==> src/rtl/pipe_ctrl.sv <==
// pipe_ctrl: decode-stage register scoreboard with RAW/WAW stall and branch flush sequencing
module pipe_ctrl #(
  parameter int FLUSH_CYCLES = 2,
  parameter int MAX_INFLIGHT = 3
) (
  input  logic        clk,
  input  logic        rst_n,
  input  logic        i_id_valid,
  input  logic [4:0]  i_id_rs1,
  input  logic [4:0]  i_id_rs2,
  input  logic        i_id_rs1_used,
  input  logic        i_id_rs2_used,
  input  logic [4:0]  i_id_rd,
  input  logic        i_id_rd_we,
  input  logic        i_ex_stall,
  input  logic        i_branch_flush,
  input  logic        i_wb_valid,
  input  logic [4:0]  i_wb_rd,
  output logic        o_issue,
  output logic        o_id_stall,
  output logic        o_if_stall,
  output logic        o_flush_if,
  output logic        o_busy,
  output logic [15:0] o_stall_cnt
);
  typedef enum logic {RUN, FLUSH} state_t;
  state_t state, state_n;
  logic [2:0] fcnt, fcnt_n;
  logic [31:0][1:0] pend;
  logic haz;
  // pend[0] is held at zero by reset and never updated, so x0 never hazards
  assign haz = (i_id_rs1_used & (pend[i_id_rs1] != 2'd0)) |
               (i_id_rs2_used & (pend[i_id_rs2] != 2'd0)) |
               (i_id_rd_we & (i_id_rd != 5'd0) & (pend[i_id_rd] == 2'(MAX_INFLIGHT)));
  always_comb begin
    state_n = state;
    fcnt_n = fcnt;
    o_issue = 1'b0;
    o_flush_if = 1'b0;
    if (state == RUN) begin
      o_issue = i_id_valid & ~haz & ~i_ex_stall;
      o_flush_if = i_branch_flush & o_issue;
      if (o_flush_if && FLUSH_CYCLES > 1) begin
        state_n = FLUSH;
        fcnt_n = 3'(FLUSH_CYCLES - 1);
      end
    end else begin
      o_flush_if = 1'b1;
      fcnt_n = fcnt - 3'd1;
      state_n = (fcnt <= 3'd1) ? RUN : FLUSH;
    end
  end
  assign o_id_stall = i_id_valid & ~o_issue & (state == RUN);
  assign o_if_stall = o_id_stall;
  assign o_busy = |pend;
  always_ff @(posedge clk) begin
    if (!rst_n) begin
      state <= RUN;
      fcnt <= 3'd0;
      pend <= '0;
      o_stall_cnt <= 16'd0;
    end else begin
      state <= state_n;
      fcnt <= fcnt_n;
      if (o_id_stall && o_stall_cnt != 16'hFFFF) o_stall_cnt <= o_stall_cnt + 16'd1;
      for (int r = 1; r < 32; r++) begin
        if (o_issue && i_id_rd_we && i_id_rd == 5'(r) && !(i_wb_valid && i_wb_rd == 5'(r)))
          pend[r] <= pend[r] + 2'd1;
        else if (i_wb_valid && i_wb_rd == 5'(r) && !(o_issue && i_id_rd_we && i_id_rd == 5'(r)) && pend[r] != 2'd0)
          pend[r] <= pend[r] - 2'd1;
      end
    end
  end
endmodule

==> config.mk <==
export PLATFORM = sky130hd
export DESIGN_NAME = pipe_ctrl
export DESIGN_NICKNAME = d
export VERILOG_FILES = /design/src/rtl/pipe_ctrl.sv
export SDC_FILE = /design/constraint.sdc
export NUM_CORES = 1
export LEC_CHECK = 0
export CAP_MARGIN = 20
export CORE_MARGIN = 2
export CORE_UTILIZATION = 50
export DETAILED_ROUTE_END_ITERATION = 10
export PLACE_DENSITY_LB_ADDON = 0.2
export SLEW_MARGIN = 20
export SYNTH_ARGS = -nofsm -noshare
export SYNTH_HDL_FRONTEND = slang
export SYNTH_SLANG_ARGS = --single-unit
export TNS_END_PERCENT = 1
==> constraint.sdc <==
create_clock -name clk -period 8.7 [get_ports clk]
set_input_delay 2.61 -clock clk [delete_from_list [all_inputs] [get_ports clk]]
set_output_delay 2.61 -clock clk [all_outputs]
set_load 0.005 [all_outputs]
# Word level (Yosys, flattened, before mapping)
# Index checks and enable logic that the tools add are counted.
[totals]
ff_bits = 82
latch_bits = 0
ram_bits = 0
romBits = 0
output_inout_bits = 21
memories = 0
[classes]
add_sub_neg = 64
mul = 0
div = 0
magnitude_cmp = 4
n_eq_ne = 64
shifts = 0
mux = 75
n_bitwise = 15
n_reduce_logical = 286
[op_table]
columns = ["operator", "count"]
rows = [
  ["equality test 5 bit, second input constant", 32],
  ["logical AND 1 bit", 157],
  ["two-way mux 2 bit", 65],
  ["nonzero test 2 bit", 65],
  ["equality test 5 x 4 -> 1 bit, second input constant", 16],
  ["adder 2 x 1 -> 2 bit, second input constant", 31],
  ["logical NOT 1 bit", 62],
  ["OR reduction 62 bit", 1],
  ["subtractor 2 x 1 -> 2 bit, second input constant", 31],
  ["equality test 5 x 3 -> 1 bit, second input constant", 8],
  ["binary-select mux 2 bit (select 5 bit)", 3],
  ["equality test 5 x 2 -> 1 bit, second input constant", 4],
  ["less-than comparator 5 x 6 -> 1 bit, second input constant", 3],
  ["adder 16 x 1 -> 16 bit, second input constant", 1],
  ["!= test 16 bit, second input constant", 1],
  ["equality test 5 x 1 -> 1 bit, second input constant", 2],
  ["AND 1 bit", 9],
  ["two-way mux 3 bit", 2],
  ["two-way mux 1 bit", 5],
  ["nonzero test 5 bit", 1],
  ["inverter 1 bit", 4],
  ["<= comparator 3 x 1 -> 1 bit, second input constant", 1],
  ["subtractor 3 x 1 -> 3 bit, second input constant", 1],
  ["equality test 2 bit, second input constant", 1],
  ["bitwise OR 1 bit", 2],
]

# Longest topological paths before layout
[depth]
depth_word = 17
ltp_mapped = 12
mapped_depth_nobuf = 8

# Least setup slack after synthesis
# Ideal clock, no wire load.
[synth_path]
path_kind = "input -> output"
from = "input i_id_rs1[0]"
to = "output o_if_stall"
t_arrival_ps = 4658
required_ps = 6090
setup_slack_ps = 1432
stages = 11
path_cell_list = "buf_4 inv_2 mux4_2 nor2b_1 o2111a_1 and2_1 buf_2 buf_2 nand3_1 and2_1 buf_4"
[synth_between]
elab_chain_len = 13
[synth_rtl]
columns = ["element", "line_no", "rtl"]
rows = [
  ["start: declaration", "9", "input logic [4:0] i_id_rs1,"],
  ["binary-select mux 2 bit (select 5 bit)", "32", "assign haz = (i_id_rs1_used & (pend[i_id_rs1] != 2'd0)) |"],
  ["two-way mux 2 bit (implied by the code)", "32", ""],
  ["nonzero test 2 bit", "32", ""],
  ["AND 1 bit", "32", ""],
  ["bitwise OR 1 bit", "32", ""],
  ["bitwise OR 1 bit", "33", "(i_id_rs2_used & (pend[i_id_rs2] != 2'd0)) |"],
  ["inverter 1 bit", "41", "o_issue = i_id_valid & ~haz & ~i_ex_stall;"],
  ["AND 1 bit (2 in a row)", "41", ""],
  ["two-way mux 1 bit", "40", "if (state == RUN) begin"],
  ["inverter 1 bit", "53", "assign o_id_stall = i_id_valid & ~o_issue & (state == RUN);"],
  ["AND 1 bit (2 in a row)", "53", ""],
  ["end: declaration", "21", "output logic o_if_stall,"],
]
# No other way between the ends. The select of a mux whose other input is x is not followed.

# Worst setup path in the final report
[layout_path]
from = "input i_id_rd[1]"
to = "output o_if_stall"
[layout_between]
elab_chain_len = 12
[layout_rtl]
columns = ["element", "line_no", "rtl"]
rows = [
  ["start: declaration", "13", "input logic [4:0] i_id_rd,"],
  ["binary-select mux 2 bit (select 5 bit)", "34", "(i_id_rd_we & (i_id_rd != 5'd0) & (pend[i_id_rd] == 2'(MAX_INFLIGHT)));"],
  ["two-way mux 2 bit (implied by the code)", "34", ""],
  ["equality test 2 bit", "34", ""],
  ["AND 1 bit (*)", "34", ""],
  ["bitwise OR 1 bit (*)", "33", ""],
  ["inverter 1 bit (*)", "41", ""],
  ["AND 1 bit (*) (2 in a row)", "41", ""],
  ["two-way mux 1 bit (*)", "40", ""],
  ["inverter 1 bit (*)", "53", ""],
  ["AND 1 bit (*) (2 in a row)", "53", ""],
]
# Every way passes the cells marked *; elsewhere a longest branch is shown, timed or not. The select of a mux whose other input is x is not followed.

==> results_dict.tcl <==
set metrics [dict create \
    drtIter0Drc 1047 \
    syn_to_final_growth_pct 13.3 \
    syn_inst 907 \
    grt_usage 0.306 \
    nets 952 \
    hold_violations 0 \
    clock_tree.buffer_depth 2 \
    tns_ns 0 \
    power_leakage_uw 0.00272 \
    vias 7384 \
    synth_largest_area_cell "dfxtp_1" \
    gp_congestion 0.987 \
    yosysUniqueCellTypes 69 \
    cts_root_buffer "clkbuf_16" \
    detail_route.wl_per_cell_um 19.9 \
    rows 42 \
    synth_edf_count 0 \
    cts_tree "done" \
    power_density_nw_per_um2 129 \
    critical_path.max_fanout 13 \
    initial_core_util 0.509 \
    viasPerCell 6.71 \
    critPathRequiredTime_ns 6.09 \
    drt_pass1_iterations 7 \
    netlist_top_cells_count "nand2_1 (92), nor2_1 (90), dfxtp_1 (82)" \
    drive_above_1_share 0.0649 \
    period_share 0.965 \
    grt-ovfl-total 0 \
    instances_no_fill 1101 \
    pre_cts_ws_ns 0.329 \
    cts_inserted_buffers 9 \
    post_cts_buffers 0 \
    async_flop_share 0 \
    grt_pass1_wl_mm 34.9 \
    setup_viol 0 \
    cap_violations 0 \
    fp.dieH_um 120 \
    cp-start-kind "input pin" \
    ys_top_cells_by_area "dfxtp_1 (24%), nand2_1 (5.1%), nor2_1 (5.0%)" \
    grt_max_degree 70 \
    yosys.cell_count.top_type "nand2_1" \
    antenna_found_initial 0 \
    fin_crit_ns 8.40 \
    cts_resized 0 \
    synth_area_per_cell_um2 7.40 \
    fin_skew_ns 0.00779 \
    final_max_slew_viol_count 0 \
    worstPathCellList "clkdlybuf4s50_1 > and2b_1 > a31oi_1 > a32oi_1 > nand4_1 > and2_1 > nand3_1 > and2_1 > clkdlybuf4s50_1" \
    critical_path_buf_inv_count 2 \
    setup_ws_ns 0.301 \
    critical_path_arrival_ns 5.79 \
    irDropWorstVdd_v 0.000103 \
    placed_cells 1085 \
    cts_max_level 3 \
    ys_ff_latch 82 \
    worst-setup-path-type "input pin to output port" \
    ctsHoldBuffers 0 \
    crit_slowest_cell "clkdlybuf4s50_1" \
    min_path_type "register to register" \
    synth_ff_type "dfxtp_1" \
    dp_hpwl_mm 15.7 \
    yosysTopAreaCellShare 0.245 \
    clkSinkCount 82 \
    worstMarginPinSlew_ns 0.955 \
    dieWidth_um 120 \
    grt_pass1_vias 6511 \
    end_kind "output port" \
    numPortBuffers 49 \
    outcome "finished clean" \
    relSlewSlack 0.363 \
    ys_warn_count 0 \
    coreArea_um2 13200 \
    power_uw 977 \
    drc 0 \
    fmaxAchievable_ghz 0.119 \
    fill_cells 1262 \
    synthesis.nets 939 \
    die_area_um2 14400 \
    netlist_area_um2 6710 \
    slowest_delay_ns 0.88 \
    io_pins 50 \
    antenna_cells 0 \
    clock_latency_ns 0.36 \
    clkSlewWorstSetupHoldPaths_ns 0.06 \
    rsz0062_at_grt "false" \
    drtAntennaViolNets 0 \
    ys_seq_area_frac 0.245 \
    routed_wl_mm 21.9 \
    critPathTopFamily "buffers and inverters" \
]
## cells by family after synthesis
logic type      synth area share
mux                       0.0552
flops                      0.245
compound gates             0.247
simple gates               0.360
buf+inv                   0.0623
xor+xnor                  0.0261
fa+ha+maj                0.00559
## area by class of cell
cell class / count / area [um2] / share of cell area
tap: 176 / 220 / 0.0290
inverter: 30 / 113 / 0.0148
timing repair buffer: 68 / 628 / 0.0826
clock inverter: 7 / 124 / 0.0163
sequential: 82 / 1640 / 0.216
clock buffer: 9 / 225 / 0.0296
multi-input combinational: 729 / 4650 / 0.612
## state kept, by name, summed over array words and instances, names as in the netlist
register and count:
pend 62, state 1, fcnt 3, o_stall_cnt 16
## cell usage in the layout (no fill, tap or decap), types with 6 or more instances in the layout
master            n
nand2_1          92
nor2_1           90
dfxtp_1          82
clkdlybuf4s50_1  48
a21oi_1          42
nand3_1          42
o21ai_0          38
nor3_1           33
nand4_1          29
inv_1            28
a211oi_1         27
and3_1           27
nand2b_1         19
buf_4            19
nor2b_1          18
and2_1           18
xnor2_1          15
o211a_1          14
nor4_1           12
and4_1           12
or3_1            12
a41oi_1          12
nand4b_1         12
mux4_2           11
mux2i_1          10
o211ai_1          9
o31ai_1           9
a211o_1           9
clkbuf_16         9
or2_1             8
a311oi_1          8
o21bai_1          8
a31oi_1           6
nand3b_1          6
a41o_1            6
## power by group
part / leakage, uW / internal, uW / total, uW / switching, uW
Combinational: 0.00189 / 47.9 / 138 / 89.9
Clock: 0.000167 / 284 / 458 / 174
Sequential: 0.000661 / 378 / 382 / 3.67
Total: 0.00272 / 709 / 977 / 268
## stage by stage
| step | hold WS [ns] | util | instance area [um2] |
|---|---|---|---|
| after floorplan | 0.449 | - | 6710 |
| after global placement | 0.467 | 0.550 | 7260 |
| after detailed placement | 0.467 | 0.550 | 7260 |
| after CTS | 0.477 | 0.577 | 7600 |
| after global routing | 0.500 | 0.577 | 7600 |
| final | 0.473 | 0.577 | 7600 |
## final timing paths
kind / slack, ns / endpoint / startpoint / depth (start not counted)
setup reg to reg: 5.39 / pend[9]$_SDFFE_PN0P_ / pend[22]$_SDFFE_PN0P_ / 8
setup / recovery: 0.30 / o_if_stall / i_id_rd[1] / 9
hold / removal: 0.47 / fcnt[1]$_SDFFE_PN0P_ / fcnt[1]$_SDFFE_PN0P_ / 2
hold reg to reg: 0.47 / fcnt[1]$_SDFFE_PN0P_ / fcnt[1]$_SDFFE_PN0P_ / 2
## worst min-delay path, cell delays in order, from the launching register on
cell	delay, ns
dfxtp_1	0.32
nand2_1	0.06
a21oi_1	0.05
## per-layer routing
metal	wire (um)	track usage
met5	0	0
met4	667	0.115
met3	2190	0.0585
met2	9380	0.455
met1	9660	0.440
Power figures use the tool's default switching activity.
